--- src/rtl/perf_counter_unit_pkg.sv ---
// Shared constants for the performance counter unit: counter indices,
// state encodings and the per-counter increment-enable helper.
package perf_counter_unit_pkg;

    localparam int unsigned NUM_COUNTERS = 4;

    localparam int unsigned CNT_CYCLES = 0;
    localparam int unsigned CNT_STALL  = 1;
    localparam int unsigned CNT_BRANCH = 2;
    localparam int unsigned CNT_MISS   = 3;

    localparam logic [0:0] RUN    = 1'b0;
    localparam logic [0:0] HALTED = 1'b1;

    typedef logic [NUM_COUNTERS-1:0] cnt_mask_t;

    // A miss only counts when a branch actually resolved in the same cycle.
    function automatic cnt_mask_t count_enables(
        input logic run,
        input logic stall,
        input logic br_resolved,
        input logic br_miss
    );
        cnt_mask_t m;
        m             = '0;
        m[CNT_CYCLES] = run;
        m[CNT_STALL]  = run & stall;
        m[CNT_BRANCH] = run & br_resolved;
        m[CNT_MISS]   = run & br_resolved & br_miss;
        return m;
    endfunction

endpackage

--- src/rtl/perf_counter_unit_if.sv ---
// Indexed read port of the performance counter unit: request/select in,
// one-cycle-latency valid/data response out.
interface perf_counter_unit_if #(
    parameter int WIDTH    = 32,
    parameter int SEL_BITS = 2
);
    logic                rd_req;
    logic [SEL_BITS-1:0] rd_sel;
    logic                rd_valid;
    logic [WIDTH-1:0]    rd_data;

    modport master (
        output rd_req,
        output rd_sel,
        input  rd_valid,
        input  rd_data
    );

    modport slave (
        input  rd_req,
        input  rd_sel,
        output rd_valid,
        output rd_data
    );
endinterface

--- src/rtl/perf_counter_unit_sat_counter.sv ---
// Saturating up-counter with synchronous clear; ovf pulses on any cycle an
// increment is requested while the count already sits at its maximum.
module sat_counter #(
    parameter int WIDTH = 32
) (
    input  logic             clk,
    input  logic             rst,
    input  logic             en,
    input  logic             clr,
    output logic [WIDTH-1:0] q,
    output logic             ovf
);

    logic at_max;

    assign at_max = (q == '1);
    assign ovf    = en & ~clr & at_max;

    always_ff @(posedge clk) begin
        if (!rst) begin
            q <= '0;
        end else if (clr) begin
            q <= '0;
        end else if (en && !at_max) begin
            q <= q + WIDTH'(1);
        end
    end

endmodule

--- src/rtl/perf_counter_unit.sv ---
// CPU performance counters (cycles, stalls, branches, misses) with halt
// freeze, clear, sticky saturation flag and a latency-1 indexed read port.
module perf_counter_unit
    import perf_counter_unit_pkg::*;
#(
    parameter int WIDTH    = 32,
    parameter int SEL_BITS = 2
) (
    input  logic                  input_clk,
    input  logic                  rst,
    input  logic                  stall,
    input  logic                  br_resolved,
    input  logic                  br_miss,
    input  logic                  hlt,
    input  logic                  clear,
    perf_counter_unit_if.slave    rd,
    output logic [WIDTH-1:0]      cycles_consumed,
    output logic [WIDTH-1:0]      StallCount,
    output logic [WIDTH-1:0]      BranchPredictionCount,
    output logic [WIDTH-1:0]      BranchPredictionMissCount,
    output logic                  halted,
    output logic                  sat
);

    logic [0:0]       state;
    logic             count_run;
    cnt_mask_t        cnt_en;
    cnt_mask_t        cnt_ovf;
    logic [WIDTH-1:0] cnt_q [NUM_COUNTERS];
    logic [WIDTH-1:0] sel_value;

    // The hlt cycle and the clear cycle are deliberately not counted.
    assign count_run = (state == RUN) & ~hlt & ~clear;
    assign cnt_en    = count_enables(count_run, stall, br_resolved, br_miss);

    for (genvar i = 0; i < NUM_COUNTERS; i++) begin : g_cnt
        sat_counter #(
            .WIDTH (WIDTH)
        ) u_cnt (
            .clk (input_clk),
            .rst (rst),
            .en  (cnt_en[i]),
            .clr (clear),
            .q   (cnt_q[i]),
            .ovf (cnt_ovf[i])
        );
    end

    assign cycles_consumed           = cnt_q[CNT_CYCLES];
    assign StallCount                = cnt_q[CNT_STALL];
    assign BranchPredictionCount     = cnt_q[CNT_BRANCH];
    assign BranchPredictionMissCount = cnt_q[CNT_MISS];

    assign halted = (state == HALTED);

    always_ff @(posedge input_clk) begin
        if (!rst) begin
            state <= RUN;
        end else if (clear) begin
            state <= RUN;
        end else if (state == RUN && hlt) begin
            state <= HALTED;
        end
    end

    always_ff @(posedge input_clk) begin
        if (!rst || clear) begin
            sat <= 1'b0;
        end else if (|cnt_ovf) begin
            sat <= 1'b1;
        end
    end

    always_comb begin
        sel_value = '0;
        case (rd.rd_sel)
            SEL_BITS'(CNT_CYCLES): sel_value = cnt_q[CNT_CYCLES];
            SEL_BITS'(CNT_STALL):  sel_value = cnt_q[CNT_STALL];
            SEL_BITS'(CNT_BRANCH): sel_value = cnt_q[CNT_BRANCH];
            SEL_BITS'(CNT_MISS):   sel_value = cnt_q[CNT_MISS];
            default:               sel_value = '0;
        endcase
    end

    // Sampling the registers here returns the pre-edge value, so counting
    // or clearing in the request cycle never leaks into the response.
    always_ff @(posedge input_clk) begin
        if (!rst) begin
            rd.rd_valid <= 1'b0;
            rd.rd_data  <= '0;
        end else begin
            rd.rd_valid <= rd.rd_req;
            if (rd.rd_req) begin
                rd.rd_data <= sel_value;
            end
        end
    end

endmodule

--- src/flat_wrapper.sv ---
// flat-port wrapper written by rule: the top's interface ports become plain ports
module perf_counter_unit_flat import perf_counter_unit_pkg::*;
#(
    parameter int WIDTH    = 32,
    parameter int SEL_BITS = 2
)
  (input_clk, rst, stall, br_resolved, br_miss, hlt, clear, cycles_consumed, StallCount, BranchPredictionCount, BranchPredictionMissCount, halted, sat, rd_rd_req, rd_rd_sel, rd_rd_valid, rd_rd_data);
  perf_counter_unit_if #(.WIDTH(WIDTH), .SEL_BITS(SEL_BITS)) rd_i ();
  input  logic input_clk;
  input  logic rst;
  input  logic stall;
  input  logic br_resolved;
  input  logic br_miss;
  input  logic hlt;
  input  logic clear;
  output logic [WIDTH-1:0] cycles_consumed;
  output logic [WIDTH-1:0] StallCount;
  output logic [WIDTH-1:0] BranchPredictionCount;
  output logic [WIDTH-1:0] BranchPredictionMissCount;
  output logic halted;
  output logic sat;
  input wire logic [$bits(rd_i.rd_req)-1:0] rd_rd_req;
  input wire logic [$bits(rd_i.rd_sel)-1:0] rd_rd_sel;
  output wire logic [$bits(rd_i.rd_valid)-1:0] rd_rd_valid;
  output wire logic [$bits(rd_i.rd_data)-1:0] rd_rd_data;
  assign rd_i.rd_req = rd_rd_req;
  assign rd_i.rd_sel = rd_rd_sel;
  assign rd_rd_valid = rd_i.rd_valid;
  assign rd_rd_data = rd_i.rd_data;
  perf_counter_unit #(.WIDTH(WIDTH), .SEL_BITS(SEL_BITS)) u_core (.input_clk(input_clk), .rst(rst), .stall(stall), .br_resolved(br_resolved), .br_miss(br_miss), .hlt(hlt), .clear(clear), .rd(rd_i), .cycles_consumed(cycles_consumed), .StallCount(StallCount), .BranchPredictionCount(BranchPredictionCount), .BranchPredictionMissCount(BranchPredictionMissCount), .halted(halted), .sat(sat));
endmodule
--- config.mk ---
export PLATFORM = sky130hd
export DESIGN_NAME = perf_counter_unit_flat
export DESIGN_NICKNAME = d
export VERILOG_FILES = /design/src/rtl/perf_counter_unit_pkg.sv /design/src/rtl/perf_counter_unit_if.sv /design/src/rtl/perf_counter_unit_sat_counter.sv /design/src/rtl/perf_counter_unit.sv /design/src/flat_wrapper.sv
export SDC_FILE = /design/constraint.sdc
export NUM_CORES = 1
export LEC_CHECK = 0
export CAP_MARGIN = 5
export CELL_PAD_IN_SITES_DETAIL_PLACEMENT = 0
export CELL_PAD_IN_SITES_GLOBAL_PLACEMENT = 1
export CORE_MARGIN = 1.5
export CORE_UTILIZATION = 36
export CTS_CLUSTER_SIZE = 25
export DETAILED_ROUTE_END_ITERATION = 16
export GPL_TIMING_DRIVEN = 0
export HOLD_SLACK_MARGIN = 0.02
export PLACE_DENSITY_LB_ADDON = 0.1
export SLEW_MARGIN = 10
export SYNTH_ARGS = -nofsm -noshare
export SYNTH_HDL_FRONTEND = slang
export SYNTH_HIERARCHICAL = 1
export SYNTH_SLANG_ARGS = --single-unit
--- constraint.sdc ---
create_clock -name input_clk -period 3 [get_ports input_clk]
set_clock_uncertainty 0.1 [all_clocks]
set_input_delay 0.6 -clock input_clk [delete_from_list [all_inputs] [get_ports input_clk]]
set_output_delay 0.6 -clock input_clk [all_outputs]
set_load 0.005 [all_outputs]
==> reports/qor.csv, run 1 <==
metric,value,unit
final hold vios,0,
first-pass GRT wire length,51200,um
# hold bufs at CTS,0,
drt total wl,33900,um
Syn Nets,1014,
Synth Area per Inst,9.13,um2
DRT Pass-1 Iters,5,
"Slew Viols, Final",0,
vias in the first global route,8226,
cell count after synthesis,1000,
Pleak,0.00382,uW
critical path class,in -> reg,
Inserted Clock Buffers,17,
Area contributors post-synth,"dfxtp_1, mux2i_1, a21oi_1",
Buf/Inv on CP,2,
Post-synth EDFFs,0,
Top Ports,173,
"Largest stage delay, worst path",0.51,ns
Tcrit/Tclk final,96.6,%
clock latency on the worst-skew pair,0.43,ns
GRT overflow,0,
Die ar.,0.0263,mm2
"most common cell after layout, fill and taps aside",clkdlybuf4s50_1,
DRT iter0 DRCs,746,
htree depth,4,
sequential cell area fraction in the yosys report,35.7,%
Crit path required time,3.26,ns
fin nets,1211,
fin area,0.0119,mm2
layout cells sized above 1,11.5,%
Syn. warnings,6,
synth unique cells,53,
Clock Tree Buf Depth,2,
GRT Total Usage,25.7,%
most frequent cells in the layout,"clkdlybuf4s50_1, dfxtp_1, mux2i_1",
Antenna diodes,0,
TritonCTS clock tree,done,
Yosys top cell by area,dfxtp_1,
Achievable Freq,345,MHz
Synth Register Bits,163,
"Cell Area, Placed",0.0113,mm2
Root Buffer,clkbuf_16,
CP Launch Type,input port,
die width,162,um
RSZ-0062 raised after global routing,false,
initial core utilization,36.5,%
Final Critical Period,2.90,ns
"CP delay by family, top",simple AND/OR/NAND/NOR gates,
largest net degree at the start of global routing,17,
CP cell instances,clkdlybuf4s50_1 > nor3_4 > buf_4 > and3_1 > nand4_2 > nor4_4 > nand2_1 > nor4_1 > nor2_1 > a21oi_1,
Sink Count,163,
Synth-to-Final Area Change,30.4,%
crit-path max FO,4,
max cap viols,0,
Cell Rows,58,
Crit. End Element,flip-flop,
vias,8885,
post-route ant nets,0,
Vias/cell,5.77,
DRC viols,0,
WL/cell,22.0,um
Yosys top cell area share,35.7,%
CP max-delay cell,nor4_1,
slew margin rel.,56.5,%
Final HPWL DP,25200,um
top_reg_cell synth,dfxtp_1,
die span in y,162,um
crit path DAT,3.16,ns
Worst Max-Slew Pin Slew,0.652,ns
total power divided by cell area,389,mW/mm2
Final setup viols,0,
Max VDD drop,0.365,mV
port buffer count,171,
GPL Wtd Cong,0.812,
Fill cells,2521,
initial antenna violation count,0,
status,"finished, final reports clean",
Clock transition at path regs,0.06,ns
hold crit path type,reg -> reg,
core area,0.0250,mm2
Power Total,4630,uW
Post-synth ARST share,0,%
Syn Std Cell Area,0.00913,mm2
Final Util,47.6,%
flip-flops by register name, summed over array words and instances, names as in the netlist:
signal	cells
u_core/rd.rd_valid	1
u_core/halted	1
u_core/rd.rd_data	32
u_core/sat	1
u_core/g_cnt.u_cnt/q	128
stage by stage:
| stage | worst slack [ns] | cells | hold WS [ns] | setup TNS, ns |
|---|---|---|---|---|
| after floorplan | 0.173 | 1000 | 0.386 | 0 |
| after global placement | -1.79 | 1501 | 0.378 | -159.05 |
| after detailed placement | -1.84 | 1501 | 0.386 | -164.38 |
| after CTS | 0.0238 | 1536 | 0.400 | 0 |
| after global routing | 0.0145 | 1539 | 0.427 | 0 |
| final | 0.102 | 1539 | 0.397 | 0 |
metal layers:
metal / up-vias / global-route usage [%] / routed length (um)
met5: - / 0 / 0
met4: 0 / 7.84 / 657
met3: 33 / 3.29 / 1680
met2: 283 / 42.4 / 16100
met1: 4299 / 35.0 / 15400
li1: 4270 / - / -
path summary, 6_finish.rpt:
kind,from,to,slack (ns),cells after the start
setup / recovery,hlt,u_core/sat,0.10,10
hold / removal,u_core/rd.rd_data[19],u_core/rd.rd_data[19],0.40,2
setup reg to reg,u_core/halted,u_core/sat,0.35,9
hold reg to reg,u_core/rd.rd_data[19],u_core/rd.rd_data[19],0.40,2
what timing repair did:
action	4_1_cts	5_1_grt
endpoints found under the hold margin	0	0
endpoints found under the setup margin	129	17
setup buffers	4	3
gates resized for setup	5	3
pin swaps	4	3
worst reg2reg max path, cell delays in order, from the launching register on:
cell and delay (ns):
dfxtp_1 0.34, nor3_4 0.17, buf_4 0.18, and3_1 0.29, nand4_2 0.24, nor4_4 0.31
nand2_1 0.11, nor4_1 0.51, nor2_1 0.18, a21oi_1 0.15
layout make-up:
type	instances	area, um2	share of cell area, %
well taps	330	413	3.47
repair buffers	178	1760	14.8
flip-flops and latches	163	3260	27.4
plain buffers	56	379	3.18
inverters	12	45.0	0.378
multi-input cells	769	5460	45.9
clock buffers	22	454	3.81
clock inverters	9	131	1.10
synthesized netlist by cell type (all sizes together) (8+ instances only):
cell type  instances
or4               40
dfxtp            163
buf               48
and2              11
inv               12
mux2i             68
o221ai            32
o211ai            12
o21ai             28
or3               40
or2                8
o31ai             48
and4               8
a211oi             8
nor2              59
nor4              20
xor2              20
o311ai             8
nor2b              8
nand4             40
xnor2              8
a31oi             12
and3               9
nand2             64
nand3             49
nand2b            21
nand3b            33
nor3              14
clkbuf             8
a21oi             73
kinds of logic after synthesis:
family / share of synthesized area (%)
buffers and inverters: 4.65
multiplexers: 7.45
XOR/XNOR: 2.69
flip-flops: 35.7
adder cells (fa/ha/maj): 0.548
AND/OR/NAND/NOR: 29.2
AO/OA/AOI/OAI: 19.8
power by group:
group | internal, uW | switching [uW] | leakage (uW)
Combinational | 75.7 | 130 | 0.00223
Sequential | 2170 | 4.23 | 0.00131
Clock | 1330 | 926 | 0.000276
Total | 3570 | 1060 | 0.00382
(Power assumes the default switching activity.)
==> run 2, diff against run 1 <==
--- a/config.mk
+++ b/config.mk
@@ -6,7 +6,7 @@
 export NUM_CORES = 1
 export LEC_CHECK = 0
 export CAP_MARGIN = 5
-export CELL_PAD_IN_SITES_DETAIL_PLACEMENT = 0
+export CELL_PAD_IN_SITES_DETAIL_PLACEMENT = 1
 export CELL_PAD_IN_SITES_GLOBAL_PLACEMENT = 1
 export CORE_MARGIN = 1.5
 export CORE_UTILIZATION = 36
@@ -14,6 +14,7 @@
 export DETAILED_ROUTE_END_ITERATION = 16
 export GPL_TIMING_DRIVEN = 0
 export HOLD_SLACK_MARGIN = 0.02
+export MAX_ROUTING_LAYER = met4
 export PLACE_DENSITY_LB_ADDON = 0.1
 export SLEW_MARGIN = 10
 export SYNTH_ARGS = -nofsm -noshare
==> run 2 against run 1 <==
Against the previous run: combinational power about the same; count of clock-buffer cells in the layout fell by 2; via count increased by 2.5%; fmax fell by 2.6%; clock power about the same; sequential cell count did not move; critical path depth did not move; critical endpoint unchanged.
==> reports/qor.csv, run 2 (synthesis gave the netlist of run 1 again) <==
metric,value,unit
max cap viols,0,
DRT Pass-1 Iters,4,
max FFs per register,128,
fin nets,1215,
clock latency on the worst-skew pair,0.43,ns
Worst Max-Slew Pin Slew,0.638,ns
Clock transition at path regs,0.06,ns
first-pass GRT wire length,54600,um
Crit path required time,3.26,ns
critical path class,in -> reg,
Achievable Freq,336,MHz
CP cell instances,clkdlybuf4s15_2 > nor3_4 > buf_4 > and2_1 > nand4_2 > nor4_4 > nand2_1 > nor4_2 > nor3_1 > a21oi_1,
biggest regs,"u_core/g_cnt.u_cnt/q: 128 flops, u_core/rd.rd_data: 32 flops",
Die ar.,0.0263,mm2
Fin Setup TNS,0,ns
Sink Count,163,
Pleak,0.00384,uW
post-route ant nets,0,
crit-path max FO,14,
Tcrit/Tclk final,99.1,%
initial antenna violation count,0,
TritonCTS clock tree,done,
htree depth,4,
"Largest stage delay, worst path",0.46,ns
slew margin rel.,57.4,%
Buf/Inv on CP,2,
worst hold margin,0.410,ns
GRT overflow,0,
crit path DAT,3.23,ns
port buffer count,171,
layout cells sized above 1,12.0,%
GPL Wtd Cong,0.824,
"Slew Viols, Final",0,
Final Critical Period,2.97,ns
"most common cell after layout, fill and taps aside",clkdlybuf4s50_1,
Clock Tree Buf Depth,2,
RSZ-0062 raised after global routing,true,
Final setup viols,0,
Vias/cell,5.91,
drt total wl,35900,um
Top Ports,173,
final hold vios,0,
Crit. End Element,flip-flop,
"Cell Area, Placed",0.0113,mm2
Reg with most FFs,u_core/g_cnt.u_cnt/q,
hold crit path type,reg -> reg,
Cell Rows,58,
initial core utilization,36.5,%
"CP delay by family, top",simple AND/OR/NAND/NOR gates,
status,"finished, final reports clean",
vias,9106,
Root Buffer,clkbuf_16,
GRT Total Usage,28.0,%
CP Launch Type,input port,
DRC viols,0,
largest net degree at the start of global routing,17,
die span in y,162,um
total power divided by cell area,387,mW/mm2
DRT iter0 DRCs,495,
most frequent cells in the layout,"clkdlybuf4s50_1, dfxtp_1, mux2i_1",
WL/cell,23.3,um
vias in the first global route,8890,
Antenna diodes,0,
CP max-delay cell,nor4_4,
Max VDD drop,0.270,mV
Inserted Clock Buffers,17,
Final HPWL DP,26500,um
die width,162,um
Final Util,47.7,%
fin area,0.0119,mm2
core area,0.0250,mm2
Synth-to-Final Area Change,30.8,%
## run 2: where the power goes
| group | internal, uW | leakage, uW | switching, uW | total, uW |
|---|---|---|---|---|
| clock network | 1320 | 0.000274 | 926 | 2240 |
| registers | 2170 | 0.00131 | 4.24 | 2170 |
| logic | 76.2 | 0.00225 | 131 | 207 |
| total | 3560 | 0.00384 | 1060 | 4620 |
## run 2: layout make-up
cell class / instances / area [um2]
Buffer: 56 / 379
Clock buffer: 20 / 447
Clock inverter: 10 / 135
Fill cell: 2916 / 13100
Inverter: 12 / 45.0
Multi-Input combinational cell: 769 / 5470
Sequential cell: 163 / 3260
Tap cell: 330 / 413
Timing Repair Buffer: 182 / 1800
## run 2: through the flow
step                      power [uW]  instances  setup WS, ns
after floorplan                 2350       1000         0.173
final                           4620       1542        0.0263
after global placement          2420       1501         -1.79
after detailed placement        2420       1501         -1.85
after global routing            4760       1542        -0.107
after CTS                       4660       1535       0.00448
## run 2: worst reg2reg max path, cell delays in order, from the launching register on
cell and delay (ns):
dfxtp_1 0.49, ha_1 0.32, nand4_4 0.21, or3_1 0.48
o31ai_4 0.46, buf_4 0.29, o21ai_1 0.10, a21oi_1 0.16
## run 2: path summary, 6_finish.rpt
| kind | from | endpoint | slack (ns) | depth (start not counted) |
|---|---|---|---|---|
| max | clear | u_core/sat | 0.03 | 10 |
| min | u_core/rd.rd_data[17] | u_core/rd.rd_data[17] | 0.41 | 2 |
| max reg2reg | u_core/g_cnt[1].u_cnt/q[1] | u_core/g_cnt[1].u_cnt/q[17] | 0.32 | 7 |
| min reg2reg | u_core/rd.rd_data[17] | u_core/rd.rd_data[17] | 0.41 | 2 |
## run 2: layer usage
layer  wire length (um)  global-route usage (%)  vias up
met5                  0                       -        -
met4                713                    7.88        0
met3               1640                    3.86       31
met2              17700                    46.4      269
met1              15900                    35.5     4534
li1                   -                       -     4272
## run 2: what timing repair did
action,CTS,global route
buffers inserted,4,7
hold buffers,0,0
resized for setup,5,2
gates cloned,0,0
endpoints found under the hold margin,0,0
pin swaps,3,3
endpoints found under the setup margin,129,18
